## config.mk

```make
export PLATFORM = sky130hd
export DESIGN_NAME = spi_cmd_ctrl
export DESIGN_NICKNAME = d
export VERILOG_FILES = /design/src/rtl/spi_cmd_ctrl.sv
export SDC_FILE = /design/constraint.sdc
export NUM_CORES = 1
export LEC_CHECK = 0
export CORE_MARGIN = 2
export CORE_UTILIZATION = 40
export DETAILED_ROUTE_END_ITERATION = 6
export SETUP_SLACK_MARGIN = 0.4
export SKIP_CTS_REPAIR_TIMING = 1
export SLEW_MARGIN = 15
export SYNTH_ARGS = -nofsm -noshare
export SYNTH_HDL_FRONTEND = slang
export SYNTH_SLANG_ARGS = --single-unit
```

## constraint.sdc

```tcl
create_clock -name clk -period 4.9 [get_ports clk]
set_input_delay 0.98 -clock clk [delete_from_list [all_inputs] [get_ports clk]]
set_output_delay 0.98 -clock clk [all_outputs]
set_load 0.03 [all_outputs]
```

## src/rtl/spi_cmd_ctrl.sv

```systemverilog
// spi_cmd_ctrl
// ------------
// Frame decoder sitting behind an SPI byte receiver. While slave select is low
// it arms the receiver byte by byte, collects a CMD/ADDR/DATA frame and then
// either writes one 8-bit config register (CMD 0xA5) or clears them all
// (CMD 0x3C). Malformed, timed-out or truncated frames are rejected with an
// error strobe and a held error code.
//
// Optional feature: define SPI_CMD_CHECKSUM_EN to extend the frame with a
// fourth CHK byte that must equal CMD^ADDR^DATA (error code 5 otherwise).
//
// Error codes: 1 bad opcode, 2 address out of range, 3 inter-byte timeout,
//              4 slave select released mid-frame, 5 checksum mismatch.
//
// Ports
//   clk        system clock, rising edge
//   rst_n      asynchronous active-low reset
//   ss_n       SPI slave select (asynchronous, active-low)
//   rx_data    received byte, valid while rx_finish is high
//   rx_finish  one-cycle pulse: byte complete
//   rx_start   one-cycle pulse arming the receiver for the next byte
//   cfg_o      flat register file, register n at [8n+7:8n]
//   wr_stb     one-cycle pulse on register write or clear
//   wr_addr    register index of the last commit (0 for clear)
//   busy       high while a frame is in progress
//   err_stb    one-cycle pulse on frame rejection
//   err_code   cause of the last rejection
module spi_cmd_ctrl #(
    parameter int TIMEOUT_CYC = 4096,
    parameter int NUM_REGS    = 8
) (
    input  logic                  clk,
    input  logic                  rst_n,
    input  logic                  ss_n,
    input  logic [7:0]            rx_data,
    input  logic                  rx_finish,
    output logic                  rx_start,
    output logic [8*NUM_REGS-1:0] cfg_o,
    output logic                  wr_stb,
    output logic [2:0]            wr_addr,
    output logic                  busy,
    output logic                  err_stb,
    output logic [2:0]            err_code
);

`ifdef SPI_CMD_CHECKSUM_EN
    localparam int FRAME_BYTES = 4;
    localparam logic [2:0] ERR_CHK = 3'd5;
`else
    localparam int FRAME_BYTES = 3;
`endif

    localparam logic [1:0]    LAST_IDX    = 2'(FRAME_BYTES - 1);
    localparam int            AW          = (NUM_REGS > 1) ? $clog2(NUM_REGS) : 1;
    localparam int            TW          = $clog2(TIMEOUT_CYC + 1);
    localparam logic [TW-1:0] TMO_LAST    = TW'(TIMEOUT_CYC - 1);
    localparam logic [7:0]    NUM_REGS_B  = 8'(NUM_REGS);
    localparam logic [7:0]    CMD_WRITE   = 8'hA5;
    localparam logic [7:0]    CMD_CLEAR   = 8'h3C;
    localparam logic [2:0]    ERR_OPCODE  = 3'd1;
    localparam logic [2:0]    ERR_ADDR    = 3'd2;
    localparam logic [2:0]    ERR_TIMEOUT = 3'd3;
    localparam logic [2:0]    ERR_SS      = 3'd4;

    typedef enum logic [2:0] {
        S_IDLE,
        S_ARM,
        S_WAIT,
        S_DECODE,
        S_COMMIT,
        S_ABORT
    } state_t;

    state_t        state_q, state_d;
    logic [2:0]    abort_code;
    logic          ss_meta, ss_sync, ss_prev;
    logic          ss_fall, ss_rise;
    logic [TW-1:0] timer_q;
    logic [1:0]    byte_cnt;
    logic [7:0]    cmd_q, addr_q, data_q;
`ifdef SPI_CMD_CHECKSUM_EN
    logic [7:0]    chk_q;
`endif
    logic [7:0]    regs_q [NUM_REGS];

    // Slave select crosses into clk through two flops; a third flop holds the
    // previous synchronized level so edges are seen only on clean data.
    always_ff @(posedge clk or negedge rst_n) begin
        if (!rst_n) begin
            ss_meta <= 1'b1;
            ss_sync <= 1'b1;
            ss_prev <= 1'b1;
        end else begin
            ss_meta <= ss_n;
            ss_sync <= ss_meta;
            ss_prev <= ss_sync;
        end
    end

    assign ss_fall = ss_prev & ~ss_sync;
    assign ss_rise = ~ss_prev & ss_sync;

    // State register.
    always_ff @(posedge clk or negedge rst_n) begin
        if (!rst_n) state_q <= S_IDLE;
        else        state_q <= state_d;
    end

    // Next-state logic. A byte arriving together with a slave-select release
    // is taken first, so only a still-incomplete frame is aborted.
    always_comb begin
        state_d    = state_q;
        abort_code = 3'd0;
        case (state_q)
            S_IDLE: begin
                if (ss_fall) state_d = S_ARM;
            end
            S_ARM: begin
                if (ss_rise) begin
                    state_d    = S_ABORT;
                    abort_code = ERR_SS;
                end else begin
                    state_d = S_WAIT;
                end
            end
            S_WAIT: begin
                if (rx_finish) begin
                    if (byte_cnt == LAST_IDX) begin
                        state_d = S_DECODE;
                    end else if (ss_rise) begin
                        state_d    = S_ABORT;
                        abort_code = ERR_SS;
                    end else begin
                        state_d = S_ARM;
                    end
                end else if (ss_rise) begin
                    state_d    = S_ABORT;
                    abort_code = ERR_SS;
                end else if (timer_q == TMO_LAST) begin
                    state_d    = S_ABORT;
                    abort_code = ERR_TIMEOUT;
                end
            end
            S_DECODE: begin
`ifdef SPI_CMD_CHECKSUM_EN
                if (chk_q != (cmd_q ^ addr_q ^ data_q)) begin
                    state_d    = S_ABORT;
                    abort_code = ERR_CHK;
                end else
`endif
                if (cmd_q == CMD_WRITE) begin
                    if (addr_q >= NUM_REGS_B) begin
                        state_d    = S_ABORT;
                        abort_code = ERR_ADDR;
                    end else begin
                        state_d = S_COMMIT;
                    end
                end else if (cmd_q == CMD_CLEAR) begin
                    state_d = S_COMMIT;
                end else begin
                    state_d    = S_ABORT;
                    abort_code = ERR_OPCODE;
                end
            end
            S_COMMIT: state_d = S_IDLE;
            S_ABORT:  state_d = S_IDLE;
            default:  state_d = S_IDLE;
        endcase
    end

    // Inter-byte timer: runs only while waiting for a byte and restarts on
    // every accepted byte and whenever the FSM leaves WAIT.
    always_ff @(posedge clk or negedge rst_n) begin
        if (!rst_n)                               timer_q <= '0;
        else if (state_q == S_WAIT && !rx_finish) timer_q <= timer_q + TW'(1);
        else                                      timer_q <= '0;
    end

    // Byte slots are filled in arrival order; the counter is reset whenever
    // the FSM is idle or aborting so every frame starts at the CMD slot.
    always_ff @(posedge clk or negedge rst_n) begin
        if (!rst_n) begin
            byte_cnt <= 2'd0;
            cmd_q    <= 8'h00;
            addr_q   <= 8'h00;
            data_q   <= 8'h00;
`ifdef SPI_CMD_CHECKSUM_EN
            chk_q    <= 8'h00;
`endif
        end else if (state_q == S_WAIT && rx_finish) begin
            case (byte_cnt)
                2'd0: cmd_q  <= rx_data;
                2'd1: addr_q <= rx_data;
                2'd2: data_q <= rx_data;
`ifdef SPI_CMD_CHECKSUM_EN
                2'd3: chk_q  <= rx_data;
`endif
                default: ;
            endcase
            byte_cnt <= byte_cnt + 2'd1;
        end else if (state_q == S_IDLE || state_q == S_ABORT) begin
            byte_cnt <= 2'd0;
        end
    end

    // Register file and last-commit index; only COMMIT changes them.
    always_ff @(posedge clk or negedge rst_n) begin
        if (!rst_n) begin
            for (int i = 0; i < NUM_REGS; i++) regs_q[i] <= 8'h00;
            wr_addr <= 3'd0;
        end else if (state_q == S_COMMIT) begin
            if (cmd_q == CMD_CLEAR) begin
                for (int i = 0; i < NUM_REGS; i++) regs_q[i] <= 8'h00;
                wr_addr <= 3'd0;
            end else begin
                regs_q[addr_q[AW-1:0]] <= data_q;
                wr_addr                <= addr_q[2:0];
            end
        end
    end

    // Error code is latched on entry to ABORT so it is valid with err_stb.
    always_ff @(posedge clk or negedge rst_n) begin
        if (!rst_n)                 err_code <= 3'd0;
        else if (state_d == S_ABORT) err_code <= abort_code;
    end

    for (genvar g = 0; g < NUM_REGS; g++) begin : g_cfg
        assign cfg_o[8*g +: 8] = regs_q[g];
    end

    assign rx_start = (state_q == S_ARM);
    assign wr_stb   = (state_q == S_COMMIT);
    assign err_stb  = (state_q == S_ABORT);
    assign busy     = (state_q != S_IDLE);

endmodule

```

======== Yosys cells after proc, flatten, opt, wreduce, memory -nomap -nowiden ========
Cells that the tools add are included.
Widths: inputs -> output; s select.
storage, ports and cells
  flip-flop bits (word level) ............. 115
  bits of input ports ..................... 12
  output and inout bits ................... 74
  word-level logic and storage cells ...... 80
cells by class
  add/sub/neg operators ................... 2
  $lt $le $gt $ge ......................... 3
  eq/ne operators ......................... 11
  muxes and demuxes ....................... 28
  bitwise gates (word level) .............. 5
  reductions and logical operators ........ 12
operators with widths
  cell                   count
  $bwmux 64              1
  $mux 64                1
  $mux 3                 14
  $demux 8 s3            1
  $add 13x1->13 const B  1
  $eq 13x12->1 const B   1
  $mux 13                1
  $pmux 3 s4             1
  $eq 3x3->1 const B     3
  $pmux 3 s3             1
  $eq 8x6->1 const B     1
  $eq 8x8->1 const B     1
  $ge 8x4->1 const B     1
  $mux 2                 4
  $mux 8                 1
  $eq 3x2->1 const B     2
  $reduce_and 2->1       3
  $ge 4x4->1 const B     1
  $lt 4x1->1 const B     1
  $not 3->4              1
  $eq 3x1->1 const B     1
  $logic_and 1x1->1      3
  $logic_not 3->1        1
  $mux 1                 3
  other kinds (10)       12

======== Longest topological paths before layout ========
  depth in word-level cells ............... 7
  depth in mapped cells ................... 9
  depth with buffers taken out ............ 6

======== Worst setup path after synthesis ========
Ideal clock, no wire load.
  kind .................................... register to output
  from .................................... register state_q[2]
  to ...................................... output rx_start
  data arrival time ....................... 1.402 ns
  required time ........................... 3.920 ns
  setup slack ............................. 2.518 ns
  cell stages (with the launch flop) ...... 3
  path buffers ............................ 1
  path through ............................ dfrtp_1 buf_2 nor3b_1
on the way
  longest elaborated chain between the ends .. 1
ends and longest elaborated chain
  item                    line  RTL
  from (decl)             74    state_t state_q, state_d;
  from (signal assigned)  106   else state_q <= state_d;
  $eq 3x1->1              232   assign rx_start = (state_q == S_ARM);
  to (decl)               37    output logic rx_start,
No other way between the ends.

======== Worst setup path in the final report ========
  from .................................... register state_q[0]
  to ...................................... output rx_start
The elaborated chain is that of the path after synthesis.

==> flow_summary_export.csv <==
group,metric,value,unit
global_routing,met1_usage,26.6,%
yosys,syn_avg_cell_area,13.0,um2
drt,drt-pass1-iter-count,4,
clock_network,cts_buffers,17,
drt,wl_per_cell,18.7,um
worst_hold_path,hold_path.class,"reg -> reg",
run_status,status,"finished, final reports clean",
place,finalWeightedCongestion,0.825,
yosys,synth_edf_count,0,
timing,clock_skew,15.4,ps
place,dp.cells,578,
drt,ant_nets,0,
drt,drt_iter0_markers,206,
timing,final-setup-viol-count,0,
global_routing,grt_use_met3,4.73,%
die,initial_core_util,41.4,%
timing,tightest_slew,817,ps
yosys,yosysUniqueCellTypes,57,
die,pin_count,86,
setup_path,critPathLaunchType,"flip-flop",
clock_network,path_clk_slew,50,ps
timing,min_period,3120,ps
job,maxCapViolCount,0,
yosys,synthCells,367,
yosys,synth.cell_area,4790,um2
cells_and_area,layout.cells.non_filler,610,
global_routing,antenna_found_initial,0,
power,power.density,486,nW/um2
cells_and_area,antennaDiodeCount,0,
setup_path,slowest_delay,770,ps
clock_network,clock_latency,410,ps
global_routing,grt_overflow,0,
place,port_buffers,85,
setup_path,critPathKind,"reg -> out",
setup_path,cp_cell_sequence,"nor3b_1 -> clkdlybuf4s50_1",
place,post_dp_cell_area,5730,um2
cells_and_area,drive_gt1_share,12.4,%
clock_network,clock_tree.buffer_depth,2,
die,dieWidth,113,um
global_routing,grt_max_degree,67,
drt,via_count,3392,
place,dpl.hpwl,7600,um
global_routing,grt_pass1_wl,18400,um
power,total_power,3.08,mW
cells_and_area,fin_area,6330,um2
drt,totalWireLength,11400,um
power,p_leak,2.84,nW
setup_path,crit_family,"buffers and inverters",
die,rows,39,
die,core,11600,um2
yosys,synth_seq_cells,115,
cells_and_area,nets,470,
clock_network,htreeDepth,4,
die,chipHeight,113,um
timing,final_max_slew_viol_count,0,
global_routing,grt-busiest-layer,"met2",
setup_path,critPathMaxFanout,9,
timing,timing.setup.tns,0,ps
clock_network,tritoncts,"yes",
yosys,yosysSeqAreaShare,60.2,%
global_routing,gr-usage-met2,28.4,%
die,die-area,12900,um2
yosys,synthArstFlopShare,100,%
timing,rsz0062_at_grt,"no",
setup_path,cp.buffers_inverters,1,
timing,hold_viol_final,0,
drt,vias_per_cell,5.56,
power,peakVddDrop,0.255,mV
yosys,synth_ff_type,"dfrtp_1",
setup_path,critPathCaptureType,"output pin",
timing,finalCritPeriodShare,63.7,%
drt,drc,0,
setup_path,cp.required,3920,ps
timing,max-slew-margin-rel,45.5,%
yosys,synth_fp_nets,383,
setup_path,crit_arrival,2140,ps
clock_network,clock_sinks,115,
timing,fmax,320,MHz
setup_path,cp_slowest_cell,"clkdlybuf4s50_1",
global_routing,track_usage,18.8,%
cells_and_area,area_delta_synth_final,32.2,%
yosys,yosys_warnings,0,
global_routing,grt_pass1_vias,3370,
clock_network,cts_root_buf,"clkbuf_16",
==> logic make-up (layout without fill, tap and decap cells) <==
family          count (synthesis)  after routing  synth area share (%)
simple gates                   86             86                  11.8
buf+inv                        26            126                  2.67
xor+xnor                        8              8                  1.46
flops                         115            115                  60.2
compound gates                103            103                  17.0
fa+ha+maj                       4              4                  1.05
mux                            25             25                  5.88
==> path summary, 6_finish.rpt <==
check                                      from               endpoint  slack (ps)  cells after the start
min reg2reg                   ss_meta$_DFF_PN1_      ss_sync$_DFF_PN1_         350                      0
min                           ss_meta$_DFF_PN1_      ss_sync$_DFF_PN1_         350                      0
max in group asynchronous                 rst_n  data_q[0]$_DFFE_PN0P_        3590                      2
max                        state_q[0]$_DFF_PN0_               rx_start        1780                      2
max reg2reg                state_q[1]$_DFF_PN0_   cfg_o[4]$_DFFE_PN0P_        2660                      6
min in group asynchronous                 rst_n      ss_meta$_DFF_PN1_         510                      1
==> synth_stat cells (2+ instances only) <==
library cell	n	area (um2)
buf_2	6	30.0
nor2_1	20	75.1
o21ai_2	3	26.3
nor3_4	6	97.6
ha_1	4	50.1
or3_1	4	25.0
and2_1	3	18.8
xor2_1	4	35.0
nor2b_1	4	25.0
o221ai_1	2	17.5
a21oi_1	5	25.0
mux2_1	24	270
nand4_1	3	18.8
a22o_1	65	569
dfstp_2	3	78.8
nand2_1	13	48.8
buf_6	2	22.5
nor3_1	6	30.0
nand2b_1	3	18.8
buf_1	8	30.0
inv_1	6	22.5
o21ai_1	13	65.1
o21ai_0	4	20.0
nand3_1	3	15.0
nand2_4	3	33.8
xnor2_1	4	35.0
nor4_1	3	18.8
buf_4	2	15.0
nor3b_1	2	15.0
dfrtp_1	112	2800
==> state kept, by name, indices dropped and copies added (netlist names) <==
signal,cells
data_q,8
ss_meta,1
timer_q,13
ss_sync,1
ss_prev,1
err_code,3
wr_addr,3
addr_q,8
cfg_o,64
byte_cnt,2
state_q,3
cmd_q,8
==> through the flow <==
step                      setup WS (ps)  hold WS, ps  util (%)
after floorplan                    2520          345         -
after global placement             2210          346      49.5
after detailed placement           2190          347      49.5
after CTS                          1780          355      54.7
after global routing               1660          363      54.7
final                              1780          354      54.7
==> routing by layer <==
layer / vias up / share of wire, %
met5: - / 0
met4: 0 / 0.86
met3: 10 / 4.0
met2: 93 / 47
met1: 1737 / 48
li1: 1552 / -
==> cells in the final DEF, fill, tap and decap left out, drive strengths merged, types with 5 or more instances in the layout <==
master           n
clkdlybuf4s50   84
mux2            25
inv             11
a21oi            5
clkbuf          19
a22o            65
dfrtp          112
nor3            12
o21ai           20
nor2            21
nand2           17
==> final cells by class <==
class,instances,area [um2]
multi-input cells,226,1780
flip-flops and latches,115,2880
fillers,998,5230
well taps,143,179
inverters,7,26.3
repair buffers,87,863
clock buffers,19,453
clock inverters,13,149
==> power breakdown <==
part / leakage, nW / switching [mW] / internal, mW / total (mW)
logic: 0.986 / 0.359 / 0.243 / 0.602
clock network: 0.287 / 0.457 / 0.783 / 1.24
registers: 1.57 / 0.157 / 1.08 / 1.24
Power figures use the tool's default switching activity.
